<file path="src/rtl/traffic_pkg.sv">
// Shared definitions for the traffic phase controller: FSM state codes and
// the default timing constants used as parameter defaults.
package traffic_pkg;

    typedef enum logic [1:0] {
        ST_GREEN  = 2'd0,
        ST_YELLOW = 2'd1,
        ST_ALLRED = 2'd2
    } tl_state_e;

    localparam int DEF_N_PHASES    = 4;
    localparam int DEF_T_MIN_GREEN = 4;
    localparam int DEF_T_MAX_GREEN = 10;
    localparam int DEF_T_YELLOW    = 2;
    localparam int DEF_T_ALL_RED   = 1;
    localparam int DEF_CNT_W       = 8;

endpackage

</file>
<file path="src/rtl/phase_timer.sv">
// Per-state cycle counter: cleared on a state change, holds while frozen,
// otherwise counts up and saturates at all-ones.
module phase_timer
    import traffic_pkg::*;
#(
    parameter int CNT_W = DEF_CNT_W
) (
    input  logic             clk,
    input  logic             reset,
    input  logic             clear,
    input  logic             freeze,
    output logic [CNT_W-1:0] count
);

    always_ff @(posedge clk) begin
        if (!reset) begin
            count <= '0;
        end else if (clear) begin
            count <= '0;
        end else if (!freeze && (count != '1)) begin
            count <= count + CNT_W'(1);
        end
    end

endmodule

</file>
<file path="src/rtl/traffic_phase_ctrl.sv">
// Traffic signal phase controller: serves one phase at a time through
// GREEN -> YELLOW -> ALLRED, with round-robin demand service and ambulance preemption.
module traffic_phase_ctrl
    import traffic_pkg::*;
#(
    parameter int N_PHASES    = DEF_N_PHASES,
    parameter int T_MIN_GREEN = DEF_T_MIN_GREEN,
    parameter int T_MAX_GREEN = DEF_T_MAX_GREEN,
    parameter int T_YELLOW    = DEF_T_YELLOW,
    parameter int T_ALL_RED   = DEF_T_ALL_RED,
    parameter int CNT_W       = DEF_CNT_W
) (
    input  logic                        Clk,
    input  logic                        reset,
    input  logic [N_PHASES-1:0]         req,
    input  logic [N_PHASES-1:0]         amb,
    output logic [N_PHASES-1:0]         red,
    output logic [N_PHASES-1:0]         yellow,
    output logic [N_PHASES-1:0]         green,
    output logic [$clog2(N_PHASES)-1:0] phase,
    output logic [1:0]                  state
);

    localparam int PW = $clog2(N_PHASES);

    // Timer value on the final cycle of each timed interval.
    localparam logic [CNT_W-1:0] MIN_LAST = CNT_W'(T_MIN_GREEN - 1);
    localparam logic [CNT_W-1:0] MAX_LAST = CNT_W'(T_MAX_GREEN - 1);
    localparam logic [CNT_W-1:0] YEL_LAST = CNT_W'(T_YELLOW - 1);
    localparam logic [CNT_W-1:0] AR_LAST  = CNT_W'(T_ALL_RED - 1);
    localparam logic [N_PHASES-1:0] ONE_HOT0 = N_PHASES'(1);

    tl_state_e           st, st_nxt;
    logic [PW-1:0]       phase_q, phase_nxt;
    logic [PW-1:0]       target_q, target_nxt;
    logic [CNT_W-1:0]    timer;
    logic                timer_clr, timer_frz;

    logic                rr_found;
    logic [PW-1:0]       rr_idx;
    logic [PW-1:0]       rr_cand;
    logic                amb_any;
    logic [PW-1:0]       amb_idx;

    logic [N_PHASES-1:0] red_n, yellow_n, green_n;

    phase_timer #(.CNT_W(CNT_W)) u_timer (
        .clk    (Clk),
        .reset  (reset),
        .clear  (timer_clr),
        .freeze (timer_frz),
        .count  (timer)
    );

    // Next phase with demand, searching upward from the one after the current phase.
    always_comb begin
        rr_found = 1'b0;
        rr_idx   = '0;
        rr_cand  = '0;
        for (int i = 1; i < N_PHASES; i++) begin
            rr_cand = PW'((int'(phase_q) + i) % N_PHASES);
            if (!rr_found && req[rr_cand]) begin
                rr_found = 1'b1;
                rr_idx   = rr_cand;
            end
        end
    end

    always_comb begin
        amb_any = |amb;
        amb_idx = '0;
        for (int i = N_PHASES - 1; i >= 0; i--) begin
            if (amb[i]) amb_idx = PW'(i);
        end
    end

    always_comb begin
        st_nxt     = st;
        phase_nxt  = phase_q;
        target_nxt = target_q;
        timer_frz  = 1'b0;
        case (st)
            ST_GREEN: begin
                // An ambulance on the served phase pins the green and its timer.
                if (amb[phase_q]) begin
                    timer_frz = 1'b1;
                end else if (amb_any) begin
                    st_nxt     = ST_YELLOW;
                    target_nxt = amb_idx;
                end else if (rr_found &&
                             (((timer >= MIN_LAST) && !req[phase_q]) || (timer >= MAX_LAST))) begin
                    st_nxt     = ST_YELLOW;
                    target_nxt = rr_idx;
                end
            end
            ST_YELLOW: begin
                if (amb_any) target_nxt = amb_idx;
                if (timer >= YEL_LAST) st_nxt = ST_ALLRED;
            end
            ST_ALLRED: begin
                if (amb_any) target_nxt = amb_idx;
                if (timer >= AR_LAST) begin
                    st_nxt    = ST_GREEN;
                    phase_nxt = target_nxt;
                end
            end
            default: st_nxt = ST_GREEN;
        endcase
    end

    assign timer_clr = (st_nxt != st);

    always_comb begin
        red_n    = '1;
        yellow_n = '0;
        green_n  = '0;
        case (st_nxt)
            ST_GREEN: begin
                green_n[phase_nxt] = 1'b1;
                red_n[phase_nxt]   = 1'b0;
            end
            ST_YELLOW: begin
                yellow_n[phase_nxt] = 1'b1;
                red_n[phase_nxt]    = 1'b0;
            end
            default: ;
        endcase
    end

    always_ff @(posedge Clk) begin
        if (!reset) begin
            st       <= ST_GREEN;
            phase_q  <= '0;
            target_q <= '0;
            red      <= ~ONE_HOT0;
            yellow   <= '0;
            green    <= ONE_HOT0;
        end else begin
            st       <= st_nxt;
            phase_q  <= phase_nxt;
            target_q <= target_nxt;
            red      <= red_n;
            yellow   <= yellow_n;
            green    <= green_n;
        end
    end

    assign phase = phase_q;
    assign state = st;

endmodule

</file>
<file path="config.mk">
export PLATFORM = sky130hd
export DESIGN_NAME = traffic_phase_ctrl
export DESIGN_NICKNAME = d
export VERILOG_FILES = /design/src/rtl/traffic_pkg.sv /design/src/rtl/phase_timer.sv /design/src/rtl/traffic_phase_ctrl.sv
export SDC_FILE = /design/constraint.sdc
export NUM_CORES = 1
export LEC_CHECK = 0
export BUFFER_PORTS_ARGS = -buffer_cell sky130_fd_sc_hd__buf_2
export CAP_MARGIN = 40
export CELL_PAD_IN_SITES_DETAIL_PLACEMENT = 1
export CELL_PAD_IN_SITES_GLOBAL_PLACEMENT = 1
export CORE_MARGIN = 1.5
export CORE_UTILIZATION = 46
export CTS_BUF_LIST = sky130_fd_sc_hd__clkbuf_8
export CTS_CLUSTER_DIAMETER = 150
export DETAILED_ROUTE_END_ITERATION = 10
export GPL_TIMING_DRIVEN = 0
export PLACE_DENSITY = 0.87
export SLEW_MARGIN = 25
export SYNTH_ARGS = -nofsm -noshare
export SYNTH_HDL_FRONTEND = slang
export SYNTH_SLANG_ARGS = --single-unit
</file>
<file path="constraint.sdc">
create_clock -name Clk -period 4.5 [get_ports Clk]
set_input_delay 0.9 -clock Clk [delete_from_list [all_inputs] [get_ports Clk]]
set_output_delay 0.9 -clock Clk [all_outputs]
set_load 0.02 [all_outputs]
</file>
==> results of run 1 <==
-- synth_stat cells (3+ instances only) --
cell type                 number  area share
sky130_fd_sc_hd__nor3_1        5       0.017
sky130_fd_sc_hd__nor3b_1       4       0.021
sky130_fd_sc_hd__xor2_1        4       0.024
sky130_fd_sc_hd__nand4_1       5       0.021
sky130_fd_sc_hd__nand3_1       3       0.010
sky130_fd_sc_hd__xnor2_1       4       0.024
sky130_fd_sc_hd__a21oi_1       9       0.031
sky130_fd_sc_hd__dfxtp_1      26        0.36
sky130_fd_sc_hd__nor4_1        3       0.013
sky130_fd_sc_hd__ha_1          7       0.060
sky130_fd_sc_hd__nor2b_1       3       0.013
sky130_fd_sc_hd__inv_1        13       0.033
sky130_fd_sc_hd__nand2_1       8       0.021
sky130_fd_sc_hd__nor2_1       19       0.049
sky130_fd_sc_hd__or3_1         3       0.013
sky130_fd_sc_hd__and3_1        8       0.034
-- critical path: cells and delay by family --
| family | cells | cell delay (ps) |
|---|---|---|
| AO/OA/AOI/OAI | 2 | 790 |
| buffers and inverters | 1 | 130 |
| multiplexers | 1 | 490 |
| AND/OR/NAND/NOR | 2 | 300 |
-- power groups by stage --
stage | logic [mW] | registers, mW | clock network (mW)
after floorplan | 0.113 | 0.275 | 0
after global placement | 0.163 | 0.264 | 0
after CTS | 0.173 | 0.261 | 0.132
final | 0.173 | 0.261 | 0.131
after global routing | 0.191 | 0.263 | 0.141
after detailed placement | 0.173 | 0.265 | 0
-- cell families after synthesis --
family | share of synthesized area
adder cells (fa/ha/maj) | 0.06008
multiplexers | 0.05236
buffers and inverters | 0.05151
XOR/XNOR | 0.04806
AND/OR/NAND/NOR | 0.2455
flip-flops | 0.3571
AO/OA/AOI/OAI | 0.1854
-- how the worst max path moves through the flow --
stage | start | to | cells after the start
after floorplan | req[3] | red[1] | 5
after global placement | req[1] | red[1] | 6
after detailed placement | req[3] | u_timer.count[7] | 6
after CTS | req[3] | u_timer.count[7] | 6
after global routing | req[3] | yellow[3] | 6
final | req[3] | u_timer.count[7] | 6
-- registers in the layout, summed over array words and instances (netlist names) --
name and count:
phase 2, state 2, green 4, u_timer.count 8
target_q 2, red 4, yellow 4
-- per-layer routing --
layer | wire length [µm] | vias to the layer above | global-route usage
met2 | 1963 | 16 | 0.4223
li1 | - | 655 | -
met4 | 0 | 0 | 0.02273
met1 | 1641 | 652 | 0.2659
met3 | 80 | 0 | 0.04803
met5 | 0 | - | 0
-- stage by stage --
| stage | power, mW | hold slack (ps) |
|---|---|---|
| finish | 0.5657 | 479.3 |
| global route | 0.5945 | 513.8 |
| CTS | 0.5653 | 482.8 |
| detailed placement | 0.4381 | 470.3 |
| global placement | 0.4266 | 456.9 |
| floorplan | 0.3876 | 444.0 |
-- area by class of cell --
| cell class | count | share of cell area |
|---|---|---|
| Tap cell | 44 | 0.03279 |
| Clock buffer | 3 | 0.02459 |
| Inverter | 13 | 0.02906 |
| Sequential cell | 26 | 0.3100 |
| Timing Repair Buffer | 25 | 0.07452 |
| Multi-Input combinational cell | 121 | 0.5134 |
| Buffer | 4 | 0.01565 |
==> impl_results.rst, run 1 <==
.. list-table::
   :header-rows: 1

   * - Metric
     - Value
   * - Max-Slew Margin vs Limit
     - 0.4758
   * - TritonCTS Sinks
     - 26
   * - Min-Delay Endpoint
     - target_q[1]
   * - Required time reported for the critical path endpoint
     - 4640 ps
   * - Number of synthesis warnings
     - 0
   * - Post-CTS Repair Setup Buffers
     - 0
   * - CORE AREA
     - between 0.003 and 0.004 mm²
   * - Crit-path slowest cell
     - sky130_fd_sc_hd__o311ai_4
   * - Initial Utilization
     - 0.4814
   * - Number of flops mapped to enable cells by yosys
     - 0
   * - Pre-antenna DRT Iters
     - 4
   * - Highest ir drop seen on vdd
     - 0.2594 mV
   * - Kind of end point of the critical path
     - register
   * - Worst-path clk slew
     - roughly 90 ps
   * - DRT antenna net count
     - 0
   * - Launching point of the worst reg2reg path
     - phase[0]
   * - Number of I/O port buffers
     - 25
   * - Comb pwr share
     - 0.306
   * - Gr usage total
     - 0.2243
   * - Hold/Removal Path Class
     - register to register
   * - Number of antenna violations at the first check in global routing
     - 0
   * - Sequential Power Share
     - 0.461
   * - Worst r2r path cells
     - 6
   * - Final Skew
     - ~3.7 ps
   * - Combined area of all synthesized cells
     - roughly 0.0015 mm²
   * - Switch share
     - 0.3423
   * - Final Cycle Share
     - 0.5464
   * - Worst Hold Depth
     - 2
   * - Reg2reg end
     - u_timer.count[7]
   * - Wirelength per Cell
     - between 15 and 20 µm
   * - Number of buffers added to fix hold violations after cts
     - 0
   * - Number of nets in the layout
     - approximately 210
   * - Die footprint
     - approximately 0.0035 mm²
   * - Cell count after synthesis
     - 164
   * - Maximum clock rate
     - between 400 and 500 MHz
   * - Combined area of the multi-input logic cells
     - 862.1 µm²
   * - Most common library cell in the layout ignoring fill and taps
     - sky130_fd_sc_hd__dfxtp_1
   * - Non-filler cells, final
     - around 240
   * - Via total after detailed routing
     - between 1000 and 1500
   * - Hold Path Origin
     - target_q[1]
   * - Post-DP HPWL
     - 2887 µm
   * - Clock tree from TritonCTS
     - yes
   * - Switching pwr
     - 193.6 µW
   * - Count of pins over their slew limit
     - 0
   * - Placed cells
     - around 230
   * - DP Worst Slack
     - 1736 ps
   * - Routed via count divided by cell count
     - about 5.6
   * - Fillers
     - approximately 390
   * - Diodes inserted
     - 0
   * - Async set-or-reset flop fraction in the synthesized netlist
     - 0
   * - Arrival time of data at the critical path endpoint
     - around 2600 ps
   * - Utilization after layout
     - 0.5545
   * - Peak fanout along the critical path
     - 8
   * - Yosys reg bits
     - 26
   * - Skew-Pair Late Insertion Delay
     - between 200 and 300 ps
   * - Maximum number of pins on one net before global-route repair
     - 14
   * - Sequential element share of the synthesized area
     - 0.3571
   * - Run status
     - complete, no violations
   * - Design Area, Final
     - 0.001679 mm²
   * - Number of max-capacitance violations reported
     - 0
   * - Overflow left after global routing
     - 0
   * - Height of the die
     - about 60 µm
   * - Layout Area Growth over Synthesis
     - 15.19%
   * - Row Count
     - 20
   * - PwrDens
     - 336.9 mW/mm²
   * - Commonest register cell after synthesis
     - sky130_fd_sc_hd__dfxtp_1
   * - I/O pin count
     - 26
   * - Mean cell area of the mapped netlist
     - 8.888 µm²
   * - Count of unique library cells instantiated by Yosys
     - 45
   * - Leakage
     - 0.7169 nW
   * - Count of instances resized after the clock tree is built
     - 0
   * - Post-route minimum period
     - 2459 ps
   * - Number of global-route vias before repair
     - 1363
   * - DRC viols
     - 0
   * - Clk pwr share
     - 0.232
   * - Number of clock buffers inserted by TritonCTS
     - 3
   * - Final setup violating endpoints
     - 0
   * - Footprint of the flip-flops and latches
     - roughly 520 µm²
   * - Maximum buffer depth of the clock tree
     - 2
   * - Setup repair after global routing missed its margin
     - no
   * - Total internal power
     - approximately 370 µW
   * - First-pass GRT wire length
     - between 6000 and 7000 µm
   * - Cell chain of the critical path
     - buf_2 -> mux4_2 -> o221ai_2 -> nand3_2 -> o311ai_4 -> nor2_1
   * - Library cell used as clock root buffer
     - sky130_fd_sc_hd__clkbuf_8
   * - Worst setup SP type
     - primary input
   * - Setup WS post-layout
     - slightly above 2000 ps
   * - Leading cell types in the layout, fill and taps excluded
     - sky130_fd_sc_hd__dfxtp_1 (26), sky130_fd_sc_hd__buf_2 (25), sky130_fd_sc_hd__nor2_1 (19), sky130_fd_sc_hd__inv_1 (13), sky130_fd_sc_hd__a21oi_1 (9)
   * - Final hold viol count
     - 0
   * - H-Tree Level Count
     - 1
   * - Slew at the pin closest to its max-slew limit
     - 779.1 ps
   * - Register-to-register setup slack
     - 2130 ps
   * - Die width
     - between 50 and 60 µm
   * - CP peak stage delay
     - between 500 and 600 ps
   * - Start-to-end type of the worst setup path
     - primary input to register
   * - Total wire length after detailed routing
     - approximately 3700 µm
   * - Initial DRC Count
     - 58
   * - Aggregate negative setup slack
     - 0 ps
   * - Share of layout cells above drive strength 1
     - 0.1979
   * - Instance area after placement
     - between 0.0015 and 0.002 mm²
   * - Post-Syn Nets
     - around 180
   * - Routability congestion estimate from global placement
     - approximately 0.82
Note: power is estimated with default switching activity, not from simulation.
==> inputs of run 2 (changes only) <==
--- a/config.mk
+++ b/config.mk
@@ -10,12 +10,12 @@
 export CELL_PAD_IN_SITES_DETAIL_PLACEMENT = 1
 export CELL_PAD_IN_SITES_GLOBAL_PLACEMENT = 1
 export CORE_MARGIN = 1.5
-export CORE_UTILIZATION = 46
+export CORE_UTILIZATION = 39
 export CTS_BUF_LIST = sky130_fd_sc_hd__clkbuf_8
 export CTS_CLUSTER_DIAMETER = 150
 export DETAILED_ROUTE_END_ITERATION = 10
 export GPL_TIMING_DRIVEN = 0
-export PLACE_DENSITY = 0.87
+export PLACE_DENSITY = 0.79
 export SLEW_MARGIN = 25
 export SYNTH_ARGS = -nofsm -noshare
 export SYNTH_HDL_FRONTEND = slang
==> constraint.sdc (replaced) <==
create_clock -name Clk -period 2.2 [get_ports Clk]
set_input_delay 0.44 -clock Clk [delete_from_list [all_inputs] [get_ports Clk]]
set_output_delay 0.44 -clock Clk [all_outputs]
set_load 0.02 [all_outputs]
==> impl_results.rst, run 2 (synthesis gave the netlist of run 1 again) <==
.. list-table::
   :header-rows: 1

   * - Metric
     - Value
   * - Most common library cell in the layout ignoring fill and taps
     - sky130_fd_sc_hd__buf_2
   * - Final hold viol count
     - 0 (unchanged)
   * - DRT antenna net count
     - 0 (unchanged)
   * - Design Area, Final
     - 0.001782 mm² (+6.1%)
   * - Number of clock buffers inserted by TritonCTS
     - 3 (unchanged)
   * - Worst Hold Depth
     - 2 (unchanged)
   * - TritonCTS Sinks
     - 26 (unchanged)
   * - Max-Slew Margin vs Limit
     - 0.6059 (+0.1301)
   * - Highest ir drop seen on vdd
     - 0.6490 mV (+150%)
   * - Switching pwr
     - 416.3 µW (+110%)
   * - I/O pin count
     - 26 (unchanged)
   * - Maximum buffer depth of the clock tree
     - 2 (unchanged)
   * - Layout Area Growth over Synthesis
     - 22.23%
   * - Launching point of the worst reg2reg path
     - phase[0]
   * - Initial DRC Count
     - 34 (-41%)
   * - Required time reported for the critical path endpoint
     - 2340 ps (-2300 ps)
   * - Post-route minimum period
     - approximately 2100 ps
   * - CORE AREA
     - 0.003633 mm² (+20%)
   * - Number of max-capacitance violations reported
     - 0 (unchanged)
   * - Number of antenna violations at the first check in global routing
     - 0 (unchanged)
   * - Peak fanout along the critical path
     - 10 (+2)
   * - Pre-antenna DRT Iters
     - 4 (unchanged)
   * - Die width
     - 64.14 µm (+8.2%)
   * - Hold/Removal Path Class
     - primary input to register
   * - Cell chain of the critical path
     - clkbuf_4 -> mux4_2 -> o221ai_4 -> nand3_4 -> o311ai_4 -> nor2_1
   * - Footprint of the flip-flops and latches
     - 524.3 µm² (+0.72%)
   * - Number of buffers added to fix hold violations after cts
     - 0 (unchanged)
   * - CP peak stage delay
     - 510 ps (-20 ps)
   * - Total wire length after detailed routing
     - 3776 µm (+2.4%)
   * - Final Skew
     - 4.288 ps (+0.6198 ps)
   * - Library cell used as clock root buffer
     - sky130_fd_sc_hd__clkbuf_8
   * - Number of I/O port buffers
     - 25 (unchanged)
   * - Count of pins over their slew limit
     - 0 (unchanged)
   * - Overflow left after global routing
     - 0 (unchanged)
   * - Clk pwr share
     - 0.300 (+0.068)
   * - Reg2reg end
     - u_timer.count[1]
   * - Combined area of the multi-input logic cells
     - 902.1 µm² (+4.6%)
   * - Fillers
     - 445 (+16%)
   * - Routed via count divided by cell count
     - 5.627 (+0.38%)
   * - Maximum number of pins on one net before global-route repair
     - 16 (+2)
   * - Register-to-register setup slack
     - 110 ps (-2020 ps)
   * - Total internal power
     - 901.5 µW (+140%)
   * - Utilization after layout
     - 0.4904 (-0.06419)
   * - Wirelength per Cell
     - 15.48 µm (-0.92%)
   * - Routability congestion estimate from global placement
     - 0.7485 (-8.2%)
   * - Skew-Pair Late Insertion Delay
     - 270 ps (about the same)
   * - Number of global-route vias before repair
     - 1386 (+1.7%)
   * - Gr usage total
     - 0.1903 (-0.03400)
   * - Diodes inserted
     - 0 (unchanged)
   * - Instance area after placement
     - 0.001643 mm² (+0.31%)
   * - Switch share
     - 0.3159 (-0.02640)
   * - DRC viols
     - 0 (unchanged)
   * - Register ranked first by flip-flop count
     - u_timer.count
   * - Bufs and invs on worst path
     - 1 (unchanged)
   * - Arrival time of data at the critical path endpoint
     - 2230 ps (-370 ps)
   * - Final Cycle Share
     - 0.9499
   * - Total power draw
     - 1.318 mW (+130%)
   * - Crit-path slowest cell
     - sky130_fd_sc_hd__o311ai_4
   * - Height of the die
     - 64.14 µm (+8.2%)
   * - Die footprint
     - 0.004113 mm² (+17%)
   * - Worst-path clk slew
     - 90 ps (about the same)
   * - Run status
     - complete, no violations
   * - PwrDens
     - 739.6 mW/mm² (+120%)
   * - First-pass GRT wire length
     - 6354 µm (+3.5%)
   * - Via total after detailed routing
     - 1373 (+3.8%)
   * - Sequential Power Share
     - 0.406 (-0.055)
   * - Final setup violating endpoints
     - 0 (unchanged)
   * - Hold_ws
     - 402.7 ps (-76.64 ps)
   * - Share of layout cells above drive strength 1
     - 0.2449 (+0.04698)
   * - Min-Delay Endpoint
     - green[0]
   * - Hold Path Origin
     - reset
   * - Start-to-end type of the worst setup path
     - register to register
   * - Worst setup SP type
     - register
   * - Cell depth of the worst setup path
     - 6 (unchanged)
   * - Initial Utilization
     - 0.4012 (-0.08023)
   * - Number of nets in the layout
     - 214 (+1.4%)
   * - Clock tree from TritonCTS
     - yes
   * - Comb pwr share
     - 0.295 (-0.011)
   * - Top Family by Delay on Critical Path
     - compound AO/OA/AOI/OAI gates
   * - H-Tree Level Count
     - 1 (unchanged)
   * - Maximum clock rate
     - around 480 MHz
   * - Row Count
     - 22 (+10%)
   * - Leakage
     - 0.7663 nW (+6.9%)
   * - Worst r2r path cells
     - 6 (unchanged)
   * - Number of flip-flops in the largest register
     - 8 (unchanged)
   * - Slew at the pin closest to its max-slew limit
     - 586.3 ps (-192.9 ps)
   * - Leading cell types in the layout, fill and taps excluded
     - sky130_fd_sc_hd__buf_2 (25), sky130_fd_sc_hd__dfxtp_1 (23), sky130_fd_sc_hd__nor2_1 (19), sky130_fd_sc_hd__inv_1 (13), sky130_fd_sc_hd__a21oi_1 (9)
   * - Kind of end point of the critical path
     - register
   * - Post-DP HPWL
     - 2856 µm (-1.0%)
==> run 2: worst max-delay path by stage <==
stage,startpoint,to,slack [ps]
floorplan,phase[0],red[1],10
global placement,phase[0],red[1],-80
detailed placement,phase[0],u_timer.count[7],-140
CTS,phase[0],u_timer.count[7],10
global route,u_timer.count[1],green[0],-20
finish,phase[0],u_timer.count[1],110
==> run 2: area by class of cell <==
| cell class | instances | share of cell area |
|---|---|---|
| Buffer | 4 | 0.01685 |
| Clock buffer | 3 | 0.02317 |
| Clock inverter | 1 | 0.01685 |
| Inverter | 13 | 0.02739 |
| Multi-Input combinational cell | 121 | 0.5063 |
| Sequential cell | 26 | 0.2942 |
| Tap cell | 48 | 0.03371 |
| Timing Repair Buffer | 28 | 0.08146 |
==> run 2: power by group through the flow <==
| stage | registers, mW | clock network, mW | logic [mW] |
|---|---|---|---|
| 2_1_floorplan | 0.562 | 0 | 0.231 |
| 6_report | 0.535 | 0.395 | 0.388 |
| 3_3_place_gp | 0.542 | 0 | 0.337 |
| 4_1_cts | 0.534 | 0.408 | 0.365 |
| 3_5_place_dp | 0.543 | 0 | 0.359 |
| 5_1_grt | 0.540 | 0.426 | 0.425 |
==> run 2: repair_timing <==
action / in CTS / in global routing
setup endpoints to repair: 18 / 17
resized for setup: 2 / 9
buffers inserted: 0 / 2
pin swaps: 1 / 2
==> run 2: metal layers <==
metal  up-vias  part of all wire  global-route usage  wire [µm]
li1        662                 -                   -          -
met3         4             0.033             0.03873        123
met5         -                 0                   0          0
met2        23              0.51              0.3477       1912
met1       684              0.45              0.2336       1716
met4         0            0.0064             0.02926         24
==> run 2: through the flow <==
stage          setup TNS [ps]  setup WS [ps]  cells
2_1_floorplan               0          11.62    164
3_3_place_gp           -433.3         -75.32    237
3_5_place_dp            -1298         -135.4    237
4_1_cts                     0          12.46    241
5_1_grt                -20.11         -16.66    244
6_report                    0          110.2    244
==> inputs of run 3 (changes only) <==
--- a/config.mk
+++ b/config.mk
@@ -9,12 +9,11 @@
 export CAP_MARGIN = 40
 export CELL_PAD_IN_SITES_DETAIL_PLACEMENT = 1
 export CELL_PAD_IN_SITES_GLOBAL_PLACEMENT = 1
-export CORE_MARGIN = 1.5
+export CORE_MARGIN = 4
 export CORE_UTILIZATION = 39
 export CTS_BUF_LIST = sky130_fd_sc_hd__clkbuf_8
 export CTS_CLUSTER_DIAMETER = 150
 export DETAILED_ROUTE_END_ITERATION = 10
-export GPL_TIMING_DRIVEN = 0
 export PLACE_DENSITY = 0.79
 export SLEW_MARGIN = 25
 export SYNTH_ARGS = -nofsm -noshare
==> impl_results.rst, run 3 (synthesis gave the netlist of run 1 again) <==
.. list-table::
   :header-rows: 1

   * - Metric
     - Value
   * - Run status
     - complete, no violations
   * - Start-to-end type of the worst setup path
     - register to register
   * - Hold Path Origin
     - reset
   * - Worst setup SP type
     - register
   * - Final Cycle Share
     - 0.9335 (-0.01641)
   * - Arrival time of data at the critical path endpoint
     - 2220 ps (about the same)
   * - Routability congestion estimate from global placement
     - 0.7775 (+3.9%)
   * - Diodes inserted
     - 0 (unchanged)
   * - Skew-Pair Late Insertion Delay
     - 270 ps (about the same)
   * - Routed wire length on met2
     - 2034 µm (+6.4%)
   * - Max-Slew Margin vs Limit
     - 0.7190 (+0.1131)
   * - Final Skew
     - 2.105 ps (-2.183 ps)
   * - Number of buffers added to fix hold violations after cts
     - 0 (unchanged)
   * - Design Area, Final
     - 0.001808 mm² (+1.5%)
   * - Register ranked first by flip-flop count
     - u_timer.count
   * - Top layer in use
     - met4
   * - Bufs and invs on worst path
     - 3 (+2)
   * - Via total after detailed routing
     - 1401 (+2.0%)
   * - Leakage
     - 0.7986 nW (+4.2%)
   * - Number of clock buffers inserted by TritonCTS
     - 3 (unchanged)
   * - Leading cell types in the layout, fill and taps excluded
     - sky130_fd_sc_hd__buf_2 (25), sky130_fd_sc_hd__dfxtp_1 (24), sky130_fd_sc_hd__nor2_1 (19), sky130_fd_sc_hd__buf_4 (16), sky130_fd_sc_hd__inv_1 (13)
   * - Number of max-capacitance violations reported
     - 0 (unchanged)
   * - Wirelength per Cell
     - 15.94 µm (+3.0%)
   * - Cell depth of the worst setup path
     - 9 (+3)
   * - First-pass GRT wire length
     - 7031 µm (+11%)
   * - Maximum buffer depth of the clock tree
     - 2 (unchanged)
   * - Layout Area Growth over Synthesis
     - 24.03%
   * - PwrDens
     - 729.3 mW/mm² (-1.4%)
   * - Count of instances resized after the clock tree is built
     - 0 (-2)
   * - Count of pins over their slew limit
     - 0 (unchanged)
   * - Library cell used as clock root buffer
     - sky130_fd_sc_hd__clkbuf_8
   * - Fillers
     - 456 (+2.5%)
   * - Wl on met1
     - 1727 µm (+0.64%)
   * - Die width
     - 69.14 µm (+7.8%)
   * - Worst r2r path cells
     - 9 (+3)
   * - Gr usage total
     - 0.1777 (-0.01258)
   * - Number of global-route vias before repair
     - 1502 (+8.4%)
   * - Detail Route met3 WL
     - 145 µm (+18%)
   * - Setup repair after global routing missed its margin
     - no
   * - Peak fanout along the critical path
     - 7 (-3)
   * - H-Tree Level Count
     - 1 (unchanged)
   * - Worst Hold Depth
     - 2 (unchanged)
   * - CORE AREA
     - 0.003468 mm² (-4.5%)
   * - Crit-path slowest cell
     - sky130_fd_sc_hd__dfxtp_2
   * - Most common cell on crit path
     - sky130_fd_sc_hd__buf_4
   * - Most common library cell in the layout ignoring fill and taps
     - sky130_fd_sc_hd__buf_2
   * - Maximum number of pins on one net before global-route repair
     - 16 (unchanged)
   * - Initial Utilization
     - 0.4203 (+0.01910)
   * - Post-route minimum period
     - 2054 ps (-36.11 ps)
   * - Height of the die
     - 69.14 µm (+7.8%)
   * - Required time reported for the critical path endpoint
     - 2370 ps (+30 ps)
   * - Top Family by Delay on Critical Path
     - simple AND/OR/NAND/NOR gates
   * - Number of nets in the layout
     - 223 (+4.2%)
   * - Kind of end point of the critical path
     - register
   * - Setup WS post-layout
     - 146.3 ps (+36.11 ps)
   * - Aggregate negative setup slack
     - 0 ps (unchanged)
   * - Die footprint
     - 0.004780 mm² (+16%)
   * - DRC viols
     - 0 (unchanged)
   * - DP Worst Slack
     - -7.945 ps (+127.4 ps)
   * - Clock tree from TritonCTS
     - yes
   * - Number of I/O port buffers
     - 25 (unchanged)
   * - Overflow left after global routing
     - 0 (unchanged)
   * - Post-CTS Repair Setup Buffers
     - 0 (unchanged)
   * - Launching point of the worst reg2reg path
     - u_timer.count[0]
   * - I/O pin count
     - 26 (unchanged)
   * - Source of the critical timing path
     - u_timer.count[0]
   * - Highest ir drop seen on vdd
     - 0.4289 mV (-34%)
   * - Share of layout cells above drive strength 1
     - 0.2683 (+0.02339)
   * - Pre-antenna DRT Iters
     - 4 (unchanged)
   * - Routed via count divided by cell count
     - 5.582 (-0.81%)
   * - DRT antenna net count
     - 0 (unchanged)
   * - Initial DRC Count
     - 71 (+110%)
   * - Total wire length after detailed routing
     - 4002 µm (+6.0%)
   * - Hold/Removal Path Class
     - primary input to register
   * - Final setup violating endpoints
     - 0 (unchanged)
   * - TritonCTS Sinks
     - 26 (unchanged)
   * - Instance area after placement
     - 0.001734 mm² (+5.6%)
   * - Row Count
     - 21 (-4.5%)
   * - Maximum clock rate
     - 486.9 MHz (+1.8%)
   * - CP peak stage delay
     - 420 ps (-90 ps)
   * - Worst-path clk slew
     - 90 ps (about the same)
   * - Cell chain of the critical path
     - inv_1 -> ha_1 -> nor4b_1 -> buf_4 -> a31oi_1 -> o32a_1 -> nand2_1 -> buf_4 -> nor4_1
   * - Number of flip-flops in the largest register
     - 8 (unchanged)
   * - Final hold viol count
     - 0 (unchanged)
   * - Slew at the pin closest to its max-slew limit
     - 421.1 ps (-165.2 ps)
   * - Number of antenna violations at the first check in global routing
     - 0 (unchanged)
   * - Post-DP HPWL
     - 3113 µm (+9.0%)
run 3: cell count changes in the layout (fill, tap and decap cells not counted), sizes merged:
| cell | before | now |
|---|---|---|
| buf | 29 | 41 |
| clkbuf | 6 | 3 |
run 3: final cells by class:
| type | instances | area (µm²) | area share |
|---|---|---|---|
| Timing Repair Buffer | 41 | 245.2 | 0.1356 |
| Clock buffer | 3 | 41.29 | 0.02284 |
| Multi-Input combinational cell | 121 | 862.1 | 0.4768 |
| Inverter | 13 | 48.80 | 0.02699 |
| Tap cell | 46 | 57.56 | 0.03183 |
| Clock inverter | 1 | 30.03 | 0.01661 |
| Sequential cell | 26 | 523.0 | 0.2893 |
run 3: where the power goes:
part           switching [mW]  leakage [nW]  internal, mW
logic                   0.235         0.551         0.165
clock network           0.146        0.0357         0.243
registers              0.0251         0.212         0.503
run 3: path summary, 6_finish.rpt:
path | end | slack [ps]
setup / recovery | green[1] | 150
setup reg to reg | green[1] | 150
hold / removal | green[0] | 400
hold reg to reg | target_q[1] | 480
run 3: per-layer routing:
layer  vias to the layer above  track usage
met4                         0      0.07158
li1                        683            -
met2                        35       0.3146
met3                         8      0.03779
met5                         -            0
met1                       675       0.2060
run 3: per-stage QoR:
stage                     power [mW]  hold slack, ps  utilization  instances
after floorplan               0.7929           444.0            -        164
after global routing           1.414           400.3       0.5213        251
after global placement        0.9134           459.7       0.5000        247
after CTS                      1.330           395.0       0.5206        251
final                          1.319           400.5       0.5213        251
after detailed placement      0.9348           475.7       0.5000        247
